<file path="src/rtl/tt_mux_sel_sequencer.sv">
// Drives the project-mux reset/increment/enable wires to select a requested project address,
// skipping the counter reset when the target can be reached by incrementing alone.
module tt_mux_sel_sequencer #(
  parameter int unsigned ADDR_W    = 10,
  parameter int unsigned PULSE_CYC = 2,
  parameter int unsigned RST_CYC   = 4
) (
  input  logic              clk,
  input  logic              reset,
  input  logic              req_valid,
  output logic              req_ready,
  input  logic [ADDR_W-1:0] req_addr,
  input  logic              req_ena,
  output logic              busy,
  output logic              done,
  output logic [ADDR_W-1:0] cur_addr,
  output logic              sel_valid,
  output logic              ctrl_sel_rst_n,
  output logic              ctrl_sel_inc,
  output logic              ctrl_ena
);

  localparam int unsigned MaxCyc = (RST_CYC > PULSE_CYC) ? RST_CYC : PULSE_CYC;
  localparam int unsigned TW     = $clog2(MaxCyc) + 1;
  localparam logic [TW-1:0] PulseLd = TW'(PULSE_CYC - 1);
  localparam logic [TW-1:0] RstLd   = TW'(RST_CYC - 1);

  typedef enum logic [2:0] {
    StIdle,
    StDisable,
    StReset,
    StRstRel,
    StIncHi,
    StIncLo,
    StEnable
  } state_e;

  state_e            state_q;
  logic [TW-1:0]     timer_q;
  logic [ADDR_W-1:0] addr_q;
  logic              ena_q;
  logic [ADDR_W-1:0] n_q;
  logic [ADDR_W-1:0] cur_addr_q;
  logic              sel_valid_q;
  logic              rst_n_q;
  logic              inc_q;
  logic              ctrl_ena_q;
  logic              busy_q;
  logic              done_q;
  logic [ADDR_W-1:0] diff;

  assign diff = addr_q - cur_addr_q;

  always_ff @(posedge clk or posedge reset) begin
    if (reset) begin
      state_q     <= StIdle;
      timer_q     <= '0;
      addr_q      <= '0;
      ena_q       <= 1'b0;
      n_q         <= '0;
      cur_addr_q  <= '0;
      sel_valid_q <= 1'b0;
      rst_n_q     <= 1'b0;
      inc_q       <= 1'b0;
      ctrl_ena_q  <= 1'b0;
      busy_q      <= 1'b0;
      done_q      <= 1'b0;
    end else begin
      done_q <= 1'b0;
      case (state_q)
        StIdle: begin
          if (req_valid) begin
            addr_q     <= req_addr;
            ena_q      <= req_ena;
            ctrl_ena_q <= 1'b0;
            busy_q     <= 1'b1;
            timer_q    <= PulseLd;
            state_q    <= StDisable;
          end
        end
        StDisable: begin
          if (timer_q != '0) begin
            timer_q <= timer_q - TW'(1);
          end else if (sel_valid_q && (addr_q >= cur_addr_q)) begin
            // Target reachable by counting up from the current selection.
            n_q <= diff;
            if (diff == '0) begin
              done_q     <= 1'b1;
              ctrl_ena_q <= ena_q;
              state_q    <= StEnable;
            end else begin
              inc_q   <= 1'b1;
              timer_q <= PulseLd;
              state_q <= StIncHi;
            end
          end else begin
            rst_n_q     <= 1'b0;
            cur_addr_q  <= '0;
            sel_valid_q <= 1'b0;
            n_q         <= addr_q;
            timer_q     <= RstLd;
            state_q     <= StReset;
          end
        end
        StReset: begin
          if (timer_q != '0) begin
            timer_q <= timer_q - TW'(1);
          end else begin
            rst_n_q     <= 1'b1;
            sel_valid_q <= 1'b1;
            timer_q     <= PulseLd;
            state_q     <= StRstRel;
          end
        end
        StRstRel: begin
          if (timer_q != '0) begin
            timer_q <= timer_q - TW'(1);
          end else if (n_q == '0) begin
            done_q     <= 1'b1;
            ctrl_ena_q <= ena_q;
            state_q    <= StEnable;
          end else begin
            inc_q   <= 1'b1;
            timer_q <= PulseLd;
            state_q <= StIncHi;
          end
        end
        StIncHi: begin
          if (timer_q != '0) begin
            timer_q <= timer_q - TW'(1);
          end else begin
            inc_q      <= 1'b0;
            cur_addr_q <= cur_addr_q + ADDR_W'(1);
            timer_q    <= PulseLd;
            state_q    <= StIncLo;
          end
        end
        StIncLo: begin
          if (timer_q != '0) begin
            timer_q <= timer_q - TW'(1);
          end else begin
            n_q <= n_q - ADDR_W'(1);
            if (n_q == ADDR_W'(1)) begin
              done_q     <= 1'b1;
              ctrl_ena_q <= ena_q;
              state_q    <= StEnable;
            end else begin
              inc_q   <= 1'b1;
              timer_q <= PulseLd;
              state_q <= StIncHi;
            end
          end
        end
        StEnable: begin
          busy_q  <= 1'b0;
          state_q <= StIdle;
        end
        default: begin
          busy_q  <= 1'b0;
          state_q <= StIdle;
        end
      endcase
    end
  end

  // busy_q is low exactly when the FSM sits in StIdle.
  assign req_ready      = ~busy_q;
  assign busy           = busy_q;
  assign done           = done_q;
  assign cur_addr       = cur_addr_q;
  assign sel_valid      = sel_valid_q;
  assign ctrl_sel_rst_n = rst_n_q;
  assign ctrl_sel_inc   = inc_q;
  assign ctrl_ena       = ctrl_ena_q;

endmodule

</file>
<file path="config.mk">
export PLATFORM = sky130hd
export DESIGN_NAME = tt_mux_sel_sequencer
export DESIGN_NICKNAME = d
export VERILOG_FILES = /design/src/rtl/tt_mux_sel_sequencer.sv
export SDC_FILE = /design/constraint.sdc
export NUM_CORES = 1
export LEC_CHECK = 0
export BUFFER_PORTS_ARGS = -buffer_cell sky130_fd_sc_hd__buf_4
export CAP_MARGIN = 20
export CORE_MARGIN = 1
export CORE_UTILIZATION = 60
export CTS_BUF_LIST = sky130_fd_sc_hd__clkbuf_8 sky130_fd_sc_hd__clkbuf_16
export DETAILED_ROUTE_END_ITERATION = 6
export PLACE_DENSITY = 0.81
export SLEW_MARGIN = 0
export SYNTH_ARGS = -nofsm -noshare
export SYNTH_HDL_FRONTEND = slang
export SYNTH_SLANG_ARGS = --single-unit
</file>
<file path="constraint.sdc">
create_clock -name clk -period 8.8 [get_ports clk]
set_clock_uncertainty 0.05 [all_clocks]
set_input_delay 0.44 -clock clk [delete_from_list [all_inputs] [get_ports clk]]
set_output_delay 0.44 -clock clk [all_outputs]
set_load 0.005 [all_outputs]
</file>
==> qor.csv, run 1 <==
metric;value;unit
run status;finished, final reports clean;
Pins Over Slew Limit;0;
initial antenna violation count;0;
Post-synth EDFFs;0;
largest net degree at the start of global routing;43;
period utilisation layout;37.91;%
worst min path class;in2async;
Post-synth ARST share;100.0;%
Synth Net Count;408;
CP max stage delay;0.67;ns
Max rail drop VDD;0.2199;mV
Die Span Y;74.31;um
Worst-Margin Slew;0.7287;ns
commonest non-fill, non-tap cell in the layout;dfrtp_1;
clk root buf;clkbuf_8;
ANT nets after route;0;
worst path cell trace;ha_1 -> fa_1 -> nand2b_1 -> a21oi_1 -> a31oi_1 -> xnor2_1 -> or4_1 -> o31ai_2 -> mux2_1;
layout filler cell count;408;
Top FF cell, synth;dfrtp_1;
crit path buf inv count;0;
worst reg-to-reg setup slack;5.46;ns
Buffers on Ports;30;
initial detailed-routing violation count;317;
Finished Layout Cells;466;
CTS clk-pin slew, worst paths;0.08;ns
CTS tree;built;
max_cap viols;0;
Setup TNS;0;ns
Resized Gates After CTS;0;
die width;74.31;um
Worst Setup SP;cur_addr[0];
Adder-Cell Fraction of Synth Area;7.818;%
placed cell count;458;
delay-heaviest family, CP;simple AND/OR/NAND/NOR gates;
Ant. Diodes;0;
GRT overflow;0;
Layout Nets;431;
Core ar.;4880;sq um
Distinct cells, synth;66;
hold buffer count at CTS;0;
clk_lat worst skew;0.30;ns
required time worst endpoint;8.94;ns
layout cells sized above 1;15.29;%
Post-Route M1 WL;3470;um
CP max stage cell;or4_1;
CP Class;reg2reg;
Synth Area in Compound Gates;23.89;%
wire length on met3;430;um
DIE AREA;5521;sq um
drt wl/cell;16.39;um
synthesized instance count;375;
pwr/cell area;354.8;nW/um^2
Final Hold Viols;0;
vias in the first global route;2602;
Num CTS Buffers;5;
Pre-antenna DRT Iters;5;
Top Metal Used;met4;
sequential area share after synthesis;33.51;%
DR DRC count;0;
metal2 WL;3637;um
R2R Path End;ctrl_sel_inc;
post-synthesis mux area share;5.943;%
Tmin final;3.336;ns
maximum clock path buffer count;2;
global-route wire length before repair;12570;um
# Post-CTS Setup Buffers;0;
RSZ-0062 raised after global routing;false;
Static Leak;1.541;nW
HPWL after detailed placement;5729;um
vias;2886;
Rel. slew slack;51.42;%
Worst EP arrival;3.48;ns
simple-gate area share of the yosys netlist;20.86;%
FF+latch count, synth;42;
fmax;299.8;MHz
Cell Rows;25;
startpoint types;register;
main combinational cell family by area after synthesis;compound AO/OA/AOI/OAI gates;
# H-tree levels;2;
R2R depth;9;
Placer Congestion;1.011;
Mapped Area;3137;sq um
area occupied by multi-input gates;1917;sq um
Initial Util;64.28;%
P&R area growth vs syn;11.33;%
Reg area;1051;sq um
I/O pin count;31;
commonest cells after routing, fill and taps aside;42 x dfrtp_1, 35 x nor2_1, 34 x nand2_1, 34 x buf_4, 29 x a21oi_1;
routed vias/inst;6.193;
critical path endpoint;ctrl_sel_inc;
gr usage total;30.20;%
Stages on worst setup path;9;
xor/xnor share of the synthesized area;2.234;%
Avg Synthesized Cell Area;8.365;sq um
Routed WL;7640;um
Ys Warns;0;
maximum fanout along the worst path;7;
Setup Viol. Count Final;0;
reg2reg start;cur_addr[0];
clk sink count;42;
Critical Path Sink Type;register;
cell families after synthesis:
kind of cell	after synthesis
AO/OA/AOI/OAI	115
buffers and inverters	43
XOR/XNOR	8
multiplexers	17
adder cells (fa/ha/maj)	19
AND/OR/NAND/NOR	131
flip-flops	42
metal layers:
| layer | global-route usage [%] | up-vias |
|---|---|---|
| li1 | - | 1406 |
| met1 | 40.45 | 1354 |
| met2 | 50.10 | 112 |
| met3 | 5.827 | 14 |
| met4 | 8.386 | 0 |
| met5 | 0 | - |
area by class of cell:
cell class                      instances  share of cell area [%]
Clock buffer                            6                   2.365
Inverter                               25                   2.687
Clock inverter                          2                  0.2508
Tap cell                               67                   2.401
Sequential cell                        42                   30.10
Multi-Input combinational cell        290                   54.89
Timing Repair Buffer                   34                   7.309
cell usage after synthesis, types with 2 or more instances:
master      n  area share [%]
a21oi_1    29             4.6
a22o_1      2            0.56
o2111ai_1   3            0.84
nand2_1    34             4.1
inv_1      24             2.9
clkbuf_1   12             1.4
and2_1      8             1.6
or3_1       2            0.40
a22oi_1     4            0.96
nor2b_1     4            0.80
or4_1       3            0.72
nand4_1     5             1.0
dfrtp_1    42              34
mux2_2     11             3.9
o22a_1      2            0.56
a211oi_1    4            0.96
buf_4       2            0.48
nand3_1     7             1.1
and3_1      6             1.2
o211ai_1    3            0.72
o22ai_1     6             1.2
mux2_1      2            0.72
buf_2       3            0.48
o21ai_0    26             4.1
o21a_1      3            0.72
xnor2_1     7             2.0
nor2_1     35             4.2
nand2b_1    4            0.80
ha_1       18             7.2
o21ai_1     6            0.96
nor3_1     12             1.9
o31ai_1     7             1.7
a31oi_1     3            0.60
mux2i_1     4             1.3
where the power goes:
part           leakage, nW  switching, W  internal [W]  total, W
Clock               0.0524     0.0000675     0.0000622  0.000130
Sequential           0.527      0.000102      0.000263  0.000365
Combinational        0.962      0.000427      0.000317  0.000744
Total                 1.54      0.000597      0.000642   0.00124
sequential cells by signal (all words and copies together), names as in the netlist:
signal,count
ctrl_sel_rst_n,1
state_q,3
done,1
ena_q,1
addr_q,10
n_q,10
busy,1
ctrl_sel_inc,1
cur_addr,10
timer_q,3
ctrl_ena,1
metrics by stage:
stage	hold WS (ns)	total power [W]	worst slack (ns)	utilization, %	cell area [sq um]
finish	0.2215	0.001239	5.464	71.56	3492
global route	0.2754	0.001349	5.326	71.56	3492
CTS	0.2487	0.001233	5.479	71.56	3492
detailed placement	0.4517	0.001099	5.505	69.69	3401
global placement	0.4441	0.001087	5.562	69.69	3401
floorplan	0.4322	0.0009243	5.773	-	3137
worst register-to-register path, delay by kind of cell (launching register included):
kind	cells	cell delay (ns)
AND/OR/NAND/NOR	2	0.85
AO/OA/AOI/OAI	3	0.71
adder cells (fa/ha/maj)	2	0.66
multiplexers	1	0.34
XOR/XNOR	1	0.16
flip-flops	1	0.45
how the worst min path moves through the flow:
| stage | from | to | slack (ns) | cells past startpoint |
|---|---|---|---|---|
| CTS | reset | cur_addr[8] | 0.25 | 3 |
| detailed placement | ctrl_sel_inc | ctrl_sel_inc | 0.45 | 1 |
| floorplan | timer_q[2] | timer_q[2] | 0.43 | 2 |
| global route | reset | cur_addr[8] | 0.28 | 3 |
| finish | reset | cur_addr[8] | 0.22 | 3 |
| global placement | ctrl_sel_inc | ctrl_sel_inc | 0.44 | 1 |
Note: power is estimated with default switching activity, not from simulation.
==> inputs of run 2 (changes only) <==
CORE_UTILIZATION = 54   (was 60)
PLACE_DENSITY = 0.77   (was 0.81)
clock period = 3 ns   (was 8.8 ns; I/O delays follow)
==> qor.csv, run 2 (synthesized netlist as in run 1, its figures left out) <==
metric;value;unit
Pre-antenna DRT Iters;5;
layout cells sized above 1;20.15;%
Max rail drop VDD;0.5758;mV
Finished Layout Cells;484;
commonest cells after routing, fill and taps aside;45 x buf_4, 41 x dfrtp_1, 35 x nor2_1;
Worst Setup SP;cur_addr[0];
DIE AREA;6118;sq um
worst min path class;in2reg;
R2R depth;10;
largest net degree at the start of global routing;22;
Rel. slew slack;43.20;%
Pins Over Slew Limit;0;
Setup TNS;0;ns
drt wl/cell;16.42;um
maximum clock path buffer count;2;
CP max stage cell;or4_4;
initial detailed-routing violation count;312;
global-route wire length before repair;13120;um
Placer Congestion;0.9106;
Critical Path Sink Type;register;
run status;finished, final reports clean;
Worst EP arrival;3.09;ns
Die Span Y;78.22;um
reg2reg start;cur_addr[0];
ANT nets after route;0;
CTS clk-pin slew, worst paths;0.09;ns
Cell Rows;27;
Initial Util;56.62;%
initial antenna violation count;0;
clk sink count;42;
delay-heaviest family, CP;simple AND/OR/NAND/NOR gates;
routed vias/inst;6.045;
DP Area;3506;sq um
Setup Viol. Count Final;0;
Layout Nets;444;
vias;2926;
Routed WL;7947;um
I/O pin count;31;
worst path cell trace;ha_2 -> fa_2 -> nand2b_4 -> a21oi_2 -> mux2i_1 -> o211ai_1 -> or4_4 -> buf_4 -> o311a_1 -> o22ai_1;
critical path endpoint;state_q[1];
Design Area, Final;3689;sq um
required time worst endpoint;3.18;ns
startpoint types;register;
clk_lat worst skew;0.30;ns
CTS tree;built;
Tmin final;2.910;ns
HPWL after detailed placement;6019;um
CP Class;reg2reg;
placed cell count;474;
CP max stage delay;0.59;ns
max_cap viols;0;
P&R area growth vs syn;17.59;%
pwr/cell area;1061;nW/um^2
Buffers on Ports;30;
layout filler cell count;468;
vias in the first global route;2745;
Num CTS Buffers;5;
Static Leak;1.627;nW
clk root buf;clkbuf_8;
fmax;343.6;MHz
maximum fanout along the worst path;6;
final setup margin;0.08953;ns
worst reg-to-reg setup slack;0.09;ns
Ant. Diodes;0;
Core ar.;5540;sq um
Worst-Margin Slew;0.8511;ns
R2R Path End;state_q[1];
period utilisation layout;97.02;%
crit path buf inv count;1;
dpl ws;0.01001;ns
GRT overflow;0;
commonest non-fill, non-tap cell in the layout;buf_4;
die width;78.22;um
Stages on worst setup path;10;
gr usage total;27.34;%
# H-tree levels;2;
Final Hold Viols;0;
DR DRC count;0;
==> run 2: layout make-up <==
type	count	area, sq um	area share [%]
Timing Repair Buffer	47	367.9	9.973
Inverter	25	93.84	2.544
Clock inverter	3	37.54	1.018
Sequential cell	42	1052	28.53
Clock buffer	5	68.82	1.866
Tap cell	72	90.09	2.442
Multi-Input combinational cell	290	1978	53.63
==> run 2: worst min-delay path by stage <==
stage	slack (ns)	from	cells past startpoint	to
floorplan	0.22	req_addr[0]	2	addr_q[0]
detailed placement	0.31	reset	2	cur_addr[4]
global placement	0.30	req_addr[2]	3	addr_q[2]
global route	0.02	req_addr[6]	2	addr_q[6]
finish	0.01	req_addr[2]	3	addr_q[2]
CTS	0.0008	req_addr[2]	3	addr_q[2]
==> run 2: power by group <==
| group | internal [W] | total, W | leakage [nW] | switching [W] |
|---|---|---|---|---|
| registers | 0.000773 | 0.00101 | 0.526 | 0.000235 |
| logic | 0.00106 | 0.00246 | 1.04 | 0.00140 |
| clock network | 0.000243 | 0.000444 | 0.0607 | 0.000201 |
==> run 2: tightest hold or removal path, stage by stage <==
cell,delay [ns]
buf_4,0.07
nand2_1,0.03
o21ai_0,0.06
==> run 2: what timing repair did <==
item,in CTS,in global routing
hold buffers,1,0
setup buffers,0,1
resized for setup,0,12
setup endpoints to repair,0,6
endpoints found under the hold margin,19,0
==> run 2: layer usage <==
layer | share of wire (%) | GRT usage [%] | vias up
met1 | 47 | 38.31 | 1364
met5 | 0 | 0 | -
met2 | 46 | 43.07 | 113
met3 | 5.1 | 4.302 | 14
li1 | - | - | 1435
met4 | 1.9 | 8.889 | 0
==> run 2: per-stage QoR <==
stage	power, W	hold WS (ns)	utilization [%]
after floorplan	0.002718	0.2168	-
after global placement	0.003279	0.3025	63.28
after detailed placement	0.003319	0.3127	63.28
after CTS	0.003780	0.0007886	65.38
after global routing	0.004228	0.01976	66.58
final	0.003913	0.01093	66.58
==> inputs of run 3 (changes only) <==
==> constraint.sdc (replaced) <==
create_clock -name clk -period 3 [get_ports clk]
set_clock_uncertainty 0.05 [all_clocks]
set_input_delay 0.6 -clock clk [delete_from_list [all_inputs] [get_ports clk]]
set_output_delay 0.6 -clock clk [all_outputs]
set_load 0.005 [all_outputs]
==> qor.csv, run 3 (synthesized netlist as in run 1, its figures left out) <==
metric;value;unit
run status;finished, final reports clean;
period utilisation layout;99.03;%
reg2reg start;cur_addr[1];
ANT nets after route;0;
Rel. slew slack;62.83;%
hold buffer count at CTS;0;
Worst EP arrival;3.12;ns
Max rail drop VDD;0.5912;mV
GRT overflow;0;
die width;78.22;um
fmax;336.6;MHz
Routed WL;8407;um
Placer Congestion;0.9489;
Initial Util;56.62;%
Num CTS Buffers;5;
commonest cells after routing, fill and taps aside;45 x buf_4, 41 x dfrtp_1, 35 x nor2_1;
Static Leak;1.620;nW
Die Span Y;78.22;um
CP Class;reg2reg;
drt wl/cell;17.44;um
clk sink count;42;
routed vias/inst;6.297;
layout filler cell count;464;
Worst-Margin Slew;0.5576;ns
HPWL after detailed placement;6034;um
Tmin final;2.971;ns
clk_lat worst skew;0.31;ns
worst min path class;in2async;
R2R depth;9;
required time worst endpoint;3.15;ns
global-route wire length before repair;13770;um
Layout Nets;443;
Ant. Diodes;0;
largest net degree at the start of global routing;43;
DIE AREA;6118;sq um
Setup Viol. Count Final;0;
startpoint types;register;
pwr/cell area;1092;nW/um^2
Buffers on Ports;30;
I/O pin count;31;
final setup margin;0.02909;ns
Cell Rows;27;
Power Total;0.004017;W
DR DRC count;0;
P&R area growth vs syn;17.23;%
CTS tree;built;
Reg area;1052;sq um
R2R Path End;ctrl_sel_inc;
maximum fanout along the worst path;5;
vias;3035;
CTS clk-pin slew, worst paths;0.09;ns
clk root buf;clkbuf_8;
layout cells sized above 1;20.49;%
gr usage total;28.83;%
max_cap viols;0;
# H-tree levels;2;
dpl ws;0.03947;ns
Pins Over Slew Limit;0;
Pre-antenna DRT Iters;5;
initial detailed-routing violation count;341;
initial antenna violation count;0;
vias in the first global route;2807;
worst reg-to-reg setup slack;0.03;ns
Core ar.;5540;sq um
commonest non-fill, non-tap cell in the layout;buf_4;
Critical Path Sink Type;register;
maximum clock path buffer count;2;
Final Hold Viols;0;
area occupied by multi-input gates;1971;sq um
## run 3: changes by cell type in the layout (fill, tap and decap cells not counted)
cell	change
a221oi_1	+1
o311ai_2	+1
o31ai_2	+2
o31ai_4	-1
a21oi_4	+1
o31ai_1	-1
ha_4	-1
a21oi_2	-1
clkbuf_8	+1
ha_1	+1
a221oi_2	-1
inv_1	-2
dlygate4sd3_1	-1
o311ai_1	-1
## run 3: layer usage
layer	GRT usage [%]	routed length [um]
met5	0	0
met4	10.93	142
met3	3.605	485
met2	46.67	3989
met1	39.31	3790
## run 3: through the flow
step	cell area (sq um)	hold WS (ns)	TNS [ns]	utilization, %	std cells
finish	3677	0.3706	0	66.37	482
global route	3677	0.4339	-0.008905	66.37	482
CTS	3626	0.4057	0	65.45	482
detailed placement	3506	0.4593	0	63.28	474
global placement	3506	0.4607	0	63.28	474
floorplan	3141	0.4322	0	-	375
## run 3: what timing repair did
action,4_1_cts,5_1_grt
endpoints found under the setup margin,1,11
pin swaps,1,2
gates resized for setup,0,11
gates cloned,0,0
setup buffers,1,0
## run 3: how the worst max path moves through the flow
stage | from | endpoint | slack (ns) | depth (start not counted)
after global placement | cur_addr[1] | ctrl_sel_inc | 0.11 | 9
after global routing | cur_addr[1] | ctrl_sel_inc | -0.009 | 9
after floorplan | cur_addr[0] | ctrl_sel_inc | 0.02 | 10
after detailed placement | cur_addr[0] | ctrl_sel_inc | 0.04 | 9
final | cur_addr[1] | ctrl_sel_inc | 0.03 | 9
after CTS | cur_addr[0] | ctrl_sel_inc | 0.0004 | 9
## run 3: area by class of cell
class | count | area share, %
well taps | 72 | 2.450
flip-flops and latches | 42 | 28.62
multi-input cells | 290 | 53.59
clock inverters | 1 | 0.8166
inverters | 25 | 2.552
clock buffers | 6 | 2.246
repair buffers | 46 | 9.731
## run 3: report_power, final
| part | leakage [nW] | total, W | switching [W] | internal (W) |
|---|---|---|---|---|
| Clock | 0.0573 | 0.000480 | 0.000213 | 0.000267 |
| Combinational | 1.04 | 0.00252 | 0.00147 | 0.00106 |
| Sequential | 0.526 | 0.00101 | 0.000241 | 0.000773 |
| Total | 1.62 | 0.00402 | 0.00192 | 0.00210 |
## run 3: critical path, cell delays in order, from the launching register on
cell       delay, ns
dfrtp_2         0.43
inv_1           0.09
ha_1            0.29
nor2b_2         0.23
o2111ai_1       0.21
a21boi_2        0.31
o311ai_2        0.18
or4_4           0.52
o31ai_2         0.20
mux2_1          0.35
